## src/rtl/vdac_sar_ctrl_pkg.sv

```systemverilog
// Shared types and constants for the SAR controller driving the temperature-sensor vdac.
package vdac_sar_ctrl_pkg;

    typedef enum logic [1:0] {
        ST_IDLE    = 2'd0,
        ST_SETTLE  = 2'd1,
        ST_COMPARE = 2'd2,
        ST_DONE    = 2'd3
    } state_t;

    localparam int SYNC_DEPTH = 2;

    // Mid-scale code: MSB set, all lower bits clear; callers truncate to their width.
    function automatic logic [31:0] mid_scale(input int width);
        return 32'd1 << (width - 1);
    endfunction

endpackage

```

## src/rtl/vdac_sar_ctrl_cmp_sync.sv

```systemverilog
// Multi-flop synchronizer for asynchronous analog-comparator outputs, reset to 0.
module cmp_sync #(
    parameter int DEPTH = 2
) (
    input  logic i_clk,
    input  logic i_rst_n,
    input  logic i_d,
    output logic o_q
);

    logic [DEPTH-1:0] r_sync;

    always_ff @(posedge i_clk or negedge i_rst_n) begin
        if (!i_rst_n) begin
            r_sync <= '0;
        end else begin
            r_sync <= {r_sync[DEPTH-2:0], i_d};
        end
    end

    assign o_q = r_sync[DEPTH-1];

endmodule

```

## src/rtl/vdac_sar_ctrl.sv

```systemverilog
// Successive-approximation controller: binary-searches the vdac code against the
// synchronized comparator, one bit per settle+compare step.
module vdac_sar_ctrl
    import vdac_sar_ctrl_pkg::*;
#(
    parameter int BITWIDTH      = 6,
    parameter int SETTLE_CYCLES = 8
) (
    input  logic                i_clk,
    input  logic                i_rst_n,
    input  logic                i_enable,
    input  logic                i_start,
    input  logic                i_continuous,
    input  logic                i_cmp,
    output logic [BITWIDTH-1:0] o_dac_data,
    output logic                o_dac_en,
    output logic                o_busy,
    output logic                o_done,
    output logic [BITWIDTH-1:0] o_result
);

    localparam int CW = $clog2(SETTLE_CYCLES + 1);
    localparam int KW = (BITWIDTH > 1) ? $clog2(BITWIDTH) : 1;
    localparam logic [CW-1:0]       CNT_LAST  = CW'(SETTLE_CYCLES - 1);
    localparam logic [KW-1:0]       K_MSB     = KW'(BITWIDTH - 1);
    localparam logic [BITWIDTH-1:0] MID_SCALE = BITWIDTH'(mid_scale(BITWIDTH));

    state_t              r_state, w_state_nxt;
    logic [BITWIDTH-1:0] r_code, w_code_nxt;
    logic [BITWIDTH-1:0] r_result, w_result_nxt;
    logic [KW-1:0]       r_k, w_k_nxt, w_k_dec;
    logic [CW-1:0]       r_cnt, w_cnt_nxt;
    logic                w_cmp_s;
    logic                w_restart;

    cmp_sync #(
        .DEPTH (SYNC_DEPTH)
    ) u_cmp_sync (
        .i_clk   (i_clk),
        .i_rst_n (i_rst_n),
        .i_d     (i_cmp),
        .o_q     (w_cmp_s)
    );

    always_ff @(posedge i_clk or negedge i_rst_n) begin
        if (!i_rst_n) begin
            r_state  <= ST_IDLE;
            r_code   <= '0;
            r_result <= '0;
            r_k      <= '0;
            r_cnt    <= '0;
        end else begin
            r_state  <= w_state_nxt;
            r_code   <= w_code_nxt;
            r_result <= w_result_nxt;
            r_k      <= w_k_nxt;
            r_cnt    <= w_cnt_nxt;
        end
    end

    assign w_restart = i_enable && i_continuous;
    assign w_k_dec   = r_k - 1'b1;

    always_comb begin
        w_state_nxt  = r_state;
        w_code_nxt   = r_code;
        w_result_nxt = r_result;
        w_k_nxt      = r_k;
        w_cnt_nxt    = r_cnt;
        case (r_state)
            ST_IDLE: begin
                if (i_enable && i_start) begin
                    w_code_nxt  = MID_SCALE;
                    w_k_nxt     = K_MSB;
                    w_cnt_nxt   = '0;
                    w_state_nxt = ST_SETTLE;
                end
            end
            ST_SETTLE: begin
                if (!i_enable) begin
                    w_state_nxt = ST_IDLE;
                end else if (r_cnt == CNT_LAST) begin
                    w_state_nxt = ST_COMPARE;
                end else begin
                    w_cnt_nxt = r_cnt + 1'b1;
                end
            end
            ST_COMPARE: begin
                // An abort here beats the DONE transition, so the result stays untouched.
                if (!i_enable) begin
                    w_state_nxt = ST_IDLE;
                end else begin
                    w_code_nxt[r_k] = w_cmp_s;
                    if (r_k != '0) begin
                        w_code_nxt[w_k_dec] = 1'b1;
                        w_k_nxt             = w_k_dec;
                        w_cnt_nxt           = '0;
                        w_state_nxt         = ST_SETTLE;
                    end else begin
                        w_result_nxt = w_code_nxt;
                        w_state_nxt  = ST_DONE;
                    end
                end
            end
            ST_DONE: begin
                if (w_restart) begin
                    w_code_nxt  = MID_SCALE;
                    w_k_nxt     = K_MSB;
                    w_cnt_nxt   = '0;
                    w_state_nxt = ST_SETTLE;
                end else begin
                    w_state_nxt = ST_IDLE;
                end
            end
            default: w_state_nxt = ST_IDLE;
        endcase
    end

    assign o_dac_data = r_code;
    assign o_result   = r_result;
    assign o_dac_en   = (r_state != ST_IDLE);
    assign o_done     = (r_state == ST_DONE);
    assign o_busy     = (r_state == ST_SETTLE) || (r_state == ST_COMPARE) ||
                        ((r_state == ST_DONE) && w_restart);

endmodule

```

## config.mk

```make
export PLATFORM = sky130hd
export DESIGN_NAME = vdac_sar_ctrl
export DESIGN_NICKNAME = d
export VERILOG_FILES = /design/src/rtl/vdac_sar_ctrl_pkg.sv /design/src/rtl/vdac_sar_ctrl_cmp_sync.sv /design/src/rtl/vdac_sar_ctrl.sv
export SDC_FILE = /design/constraint.sdc
export NUM_CORES = 1
export LEC_CHECK = 0
export ABC_AREA = 1
export CORE_MARGIN = 2
export CORE_UTILIZATION = 50
export DETAILED_ROUTE_END_ITERATION = 8
export GPL_TIMING_DRIVEN = 1
export PLACE_DENSITY = 0.75
export SYNTH_ARGS = -nofsm -noshare
export SYNTH_HDL_FRONTEND = slang
export SYNTH_HIERARCHICAL = 1
export SYNTH_SLANG_ARGS = --single-unit
```

## constraint.sdc

```tcl
create_clock -name i_clk -period 3.7 [get_ports i_clk]
set_input_delay 0.925 -clock i_clk [delete_from_list [all_inputs] [get_ports i_clk]]
set_output_delay 0.925 -clock i_clk [all_outputs]
set_load 0.005 [all_outputs]
```

==> results.md <==
- The initial antenna violation count is 0.
- The number of cell rows is 19.
- Excluding fillers, the count of instances in the completed layout stands at 234.
- Counting every instance in the synthesized netlist gives 181.
- For the worst setup path, the data required time is 2.77 ns.
- The starting DRC count in detailed routing is 31.
- The die covers 3230 um^2.
- For this run, the post-layout net count is 218.
- The run finished with clean final reports.
- The signal on the critical path passes through clkdlybuf4s50_1 > nand3_1 > nand2_1 > clkdlybuf4s50_1.
- Dividing the final minimum period by the clock period gives 0.840.
- The tightest slew margin relative to the limit is 0.334.
- The routed length on met3 is 41 um.
- The internal power of the cells totals 702 uW.
- Summed over all nets, wire length on met2 after detailed routing comes to 1.27 mm.
- The average size of a mapped cell is 7.71 um^2.
- Of the total power, the share spent switching nets is 0.447.
- The maximum number of pins on one net before global-route repair is 24.
- Setup violations remaining at the end of the flow were counted as 0.
- The startpoint type of the worst setup path is an input port.
- TritonCTS built the clock tree.
- From synthesis to final layout, the design area changed by 18.2%.
- The post-synthesis register bit count is 23.
- The sum of net half-perimeters after detailed placement is 2.01 mm.
- For the pin with the worst max-slew slack, the measured transition is 0.995 ns.
- The detailed router used layers up to and including met4.
- The post-route antenna net violation count is 0.
- In the synthesized netlist the async set-or-reset flop fraction comes to 1.00.
- The kind of cell with the highest combined delay along the critical path is buffers and inverters.
- The number of ports placed on the die boundary is 21.
- Buffers inserted to repair hold after CTS numbered 0.
- The core region area is 2710 um^2.
- The number of gates resized after cts is 0.
- The number of nets produced by synthesis is 195.
- The largest voltage drop on the vdd net is 477 uV.
- The fraction of power consumed by combinational cells is 0.591.
- After clock tree synthesis, the clock-pin slew on the worst setup and hold paths is 0.13 ns.
- The synthesized design contains 0 enable-type register cells.
- The vias after detailed routing is 1212.
- The post-route minimum period is 3.11 ns.
- At the later pin of the worst-skew pair, clock insertion delay measures 0.31 ns.
- The final count of pins violating max slew was 0.
- Using the TritonRoute via totals, the vias-per-cell ratio works out to 5.18.
- The path class of the tightest hold or removal check is flip-flop to flip-flop.
- The clock arrives with 0.00668 ns of skew.
- For this run, the top clock speed supported by timing is 0.322 GHz.
- At the end of routability-driven placement, the weighted congestion stood at 0.909.
- For this run, design rule violations remaining after detail routing come to 0.
- The total net switching power is 566 uW.
- The floorplan die height is 56.8 um.
- The start-to-end type of the worst setup path is input port to output port.
- The die is 56.8 um wide.
- The number of global-route vias before repair is 1118.
- The leakage power of the design is 0.000845 uW.
- The maximum fanout along the worst path is 6.
- On the critical path, the stage with the largest delay is an instance of sky130_fd_sc_hd__clkdlybuf4s50_1.
- For the worst setup path, the data arrival time is 2.18 ns.
- The number of inserted diodes is 0.
- Counting every sink on the clock net gives 23.
- The worst setup path is captured at an output port.
- For this block, the routed nets add up to 2.58 mm of wire.
- The total number of H-tree levels is 1.
- The clock share of power is 0.091.
- The routed wirelength normalized by instance count is 11.0 um.
- Counting the buffers created by CTS gives 3.
- In the post-route analysis, the smallest setup slack over all paths is 0.593 ns.
- The areal power density over the cells is 769 nW/um^2.
- The initial utilization of the core area, before any placement, comes to 0.515.
- Setup total negative slack on the finished layout was measured at 0 ns.
- The share of total power dissipated in sequential elements is 0.318.
- The count of TritonRoute iterations in the first routing pass is 4.
- The final number of hold-violating endpoints is 0.
- The critical path contains buffers and inverters numbering 2 combined.
- Setup repair after global routing left no endpoint under its margin.
- Buffers added to address setup during post-CTS repair amount to 0.
- For this run, the slowest stage of the critical path takes 0.56 ns.
- The count of maximum capacitance violations is 0.
- Of the cells placed in the final design, the portion with a size suffix greater than 1 is 0.0887.
- The leading register cell type out of synthesis is sky130_fd_sc_hd__dfrtp_1.
- The quantity of I/O buffers inserted on ports is 20.
- For this block, wires on met1 add up to 1.26 mm.
- On the final layout, the worst hold slack is 0.374 ns.
- Counting tap cells, the placed design contains a total of 230 instances.
- The total of warnings raised by yosys is 6.
- The global router's overall resource usage is 0.180.
- Of the synthesized area, sequential elements account for 0.413.
- The netlist uses 21 different library cells.
- The worst-case clock buffer depth is 2.
- Clock tree synthesis selected as its root buffer the cell sky130_fd_sc_hd__clkbuf_4.
- For this run the aggregate overflow at the end of global routing stands at 0.
- The setup slack after placement is 0.602 ns.
- Power comes to 1270 uW.
- The dominant cell type by count on the critical path is sky130_fd_sc_hd__clkdlybuf4s50_1.
- The global-route wire length before repair is 4.58 mm.
- Summing every instance area after synthesis gives 1400 um^2.
-- flip-flops by register name (all words and copies together) (netlist names) --
name               count
o_dac_data             6
o_result               6
r_cnt                  4
r_k                    3
r_state                2
u_cmp_sync/r_sync      2
-- path summary, 6_finish.rpt --
check / to / depth (start not counted) / slack (ns) / startpoint
min in group asynchronous: o_dac_data[1] / 1 / 1.15 / i_rst_n
worst max-delay path: o_busy / 4 / 0.59 / i_enable
max in group asynchronous: r_state[0] / 1 / 1.95 / i_rst_n
worst min register to register: u_cmp_sync/r_sync[1] / 0 / 0.37 / u_cmp_sync/r_sync[0]
worst max register to register: o_result[0] / 7 / 1.77 / r_k[0]
worst min-delay path: u_cmp_sync/r_sync[1] / 0 / 0.37 / u_cmp_sync/r_sync[0]
-- per-stage QoR --
| step | instance area (um^2) | util |
|---|---|---|
| 2_1_floorplan | 1400 | - |
| 3_3_place_gp | 1620 | 0.598 |
| 5_1_grt | 1650 | 0.608 |
| 3_5_place_dp | 1620 | 0.598 |
| 6_report | 1650 | 0.608 |
| 4_1_cts | 1650 | 0.608 |
-- cell usage after synthesis, types with 2 or more instances --
cell                       n  area [um^2]
sky130_fd_sc_hd__inv_1    16         60.1
sky130_fd_sc_hd__dfrtp_1  23          576
sky130_fd_sc_hd__nor2_1   10         37.5
sky130_fd_sc_hd__o21ai_0   3         15.0
sky130_fd_sc_hd__nand2_2   4         25.0
sky130_fd_sc_hd__o21a_1    5         37.5
sky130_fd_sc_hd__nand2_1  66          248
sky130_fd_sc_hd__nand4_1   4         25.0
sky130_fd_sc_hd__nor2_8    2         40.0
sky130_fd_sc_hd__a21oi_1   2         10.0
sky130_fd_sc_hd__ha_1      8          100
sky130_fd_sc_hd__nand3_1  25          125
sky130_fd_sc_hd__nand2_4   3         33.8
sky130_fd_sc_hd__inv_2     3         11.3
-- power groups by stage --
stage / logic (uW) / clock network (uW) / registers (uW)
floorplan: 529 / 0 / 393
detailed placement: 757 / 0 / 410
global route: 852 / 128 / 417
CTS: 759 / 120 / 404
global placement: 740 / 0 / 407
finish: 749 / 115 / 403
-- cell usage in the layout (no fill, tap or decap), drive strengths merged, types with 4 or more instances in the layout --
cell / n
nand2: 73
nand3: 25
dfrtp: 23
clkdlybuf4s50: 20
inv: 19
nor2: 13
ha: 8
o21a: 5
nand4: 4
-- worst reg2reg max path, delay by kind of cell, from the launching register on --
family          cells  cell delay [ns]
compound gates      1             0.13
buf+inv             1             0.17
fa+ha+maj           2             0.36
flops               1             0.50
simple gates        3             0.70
-- kinds of logic after synthesis --
family	after synthesis	synth area share
xor gates and xnor gates	1	0.00628
adders and majority gates	8	0.0718
buffers and inverters	21	0.0601
AOI/OAI and AO/OA	12	0.0565
and+or+nand+nor	116	0.393
DFF	23	0.413
-- layout make-up --
class / instances / area [um^2]
Clock buffer: 3 / 22.5
Clock inverter: 1 / 5.00
Fill cell: 240 / 1060
Inverter: 19 / 71.3
Multi-Input combinational cell: 137 / 736
Sequential cell: 23 / 576
Tap cell: 31 / 38.8
Timing Repair Buffer: 20 / 200
-- layer usage --
metal,track usage,vias to the layer above
met5,0,-
met4,0.0831,0
met3,0.0207,2
met2,0.321,15
met1,0.214,566
li1,-,629
(Power assumes the default switching activity.)
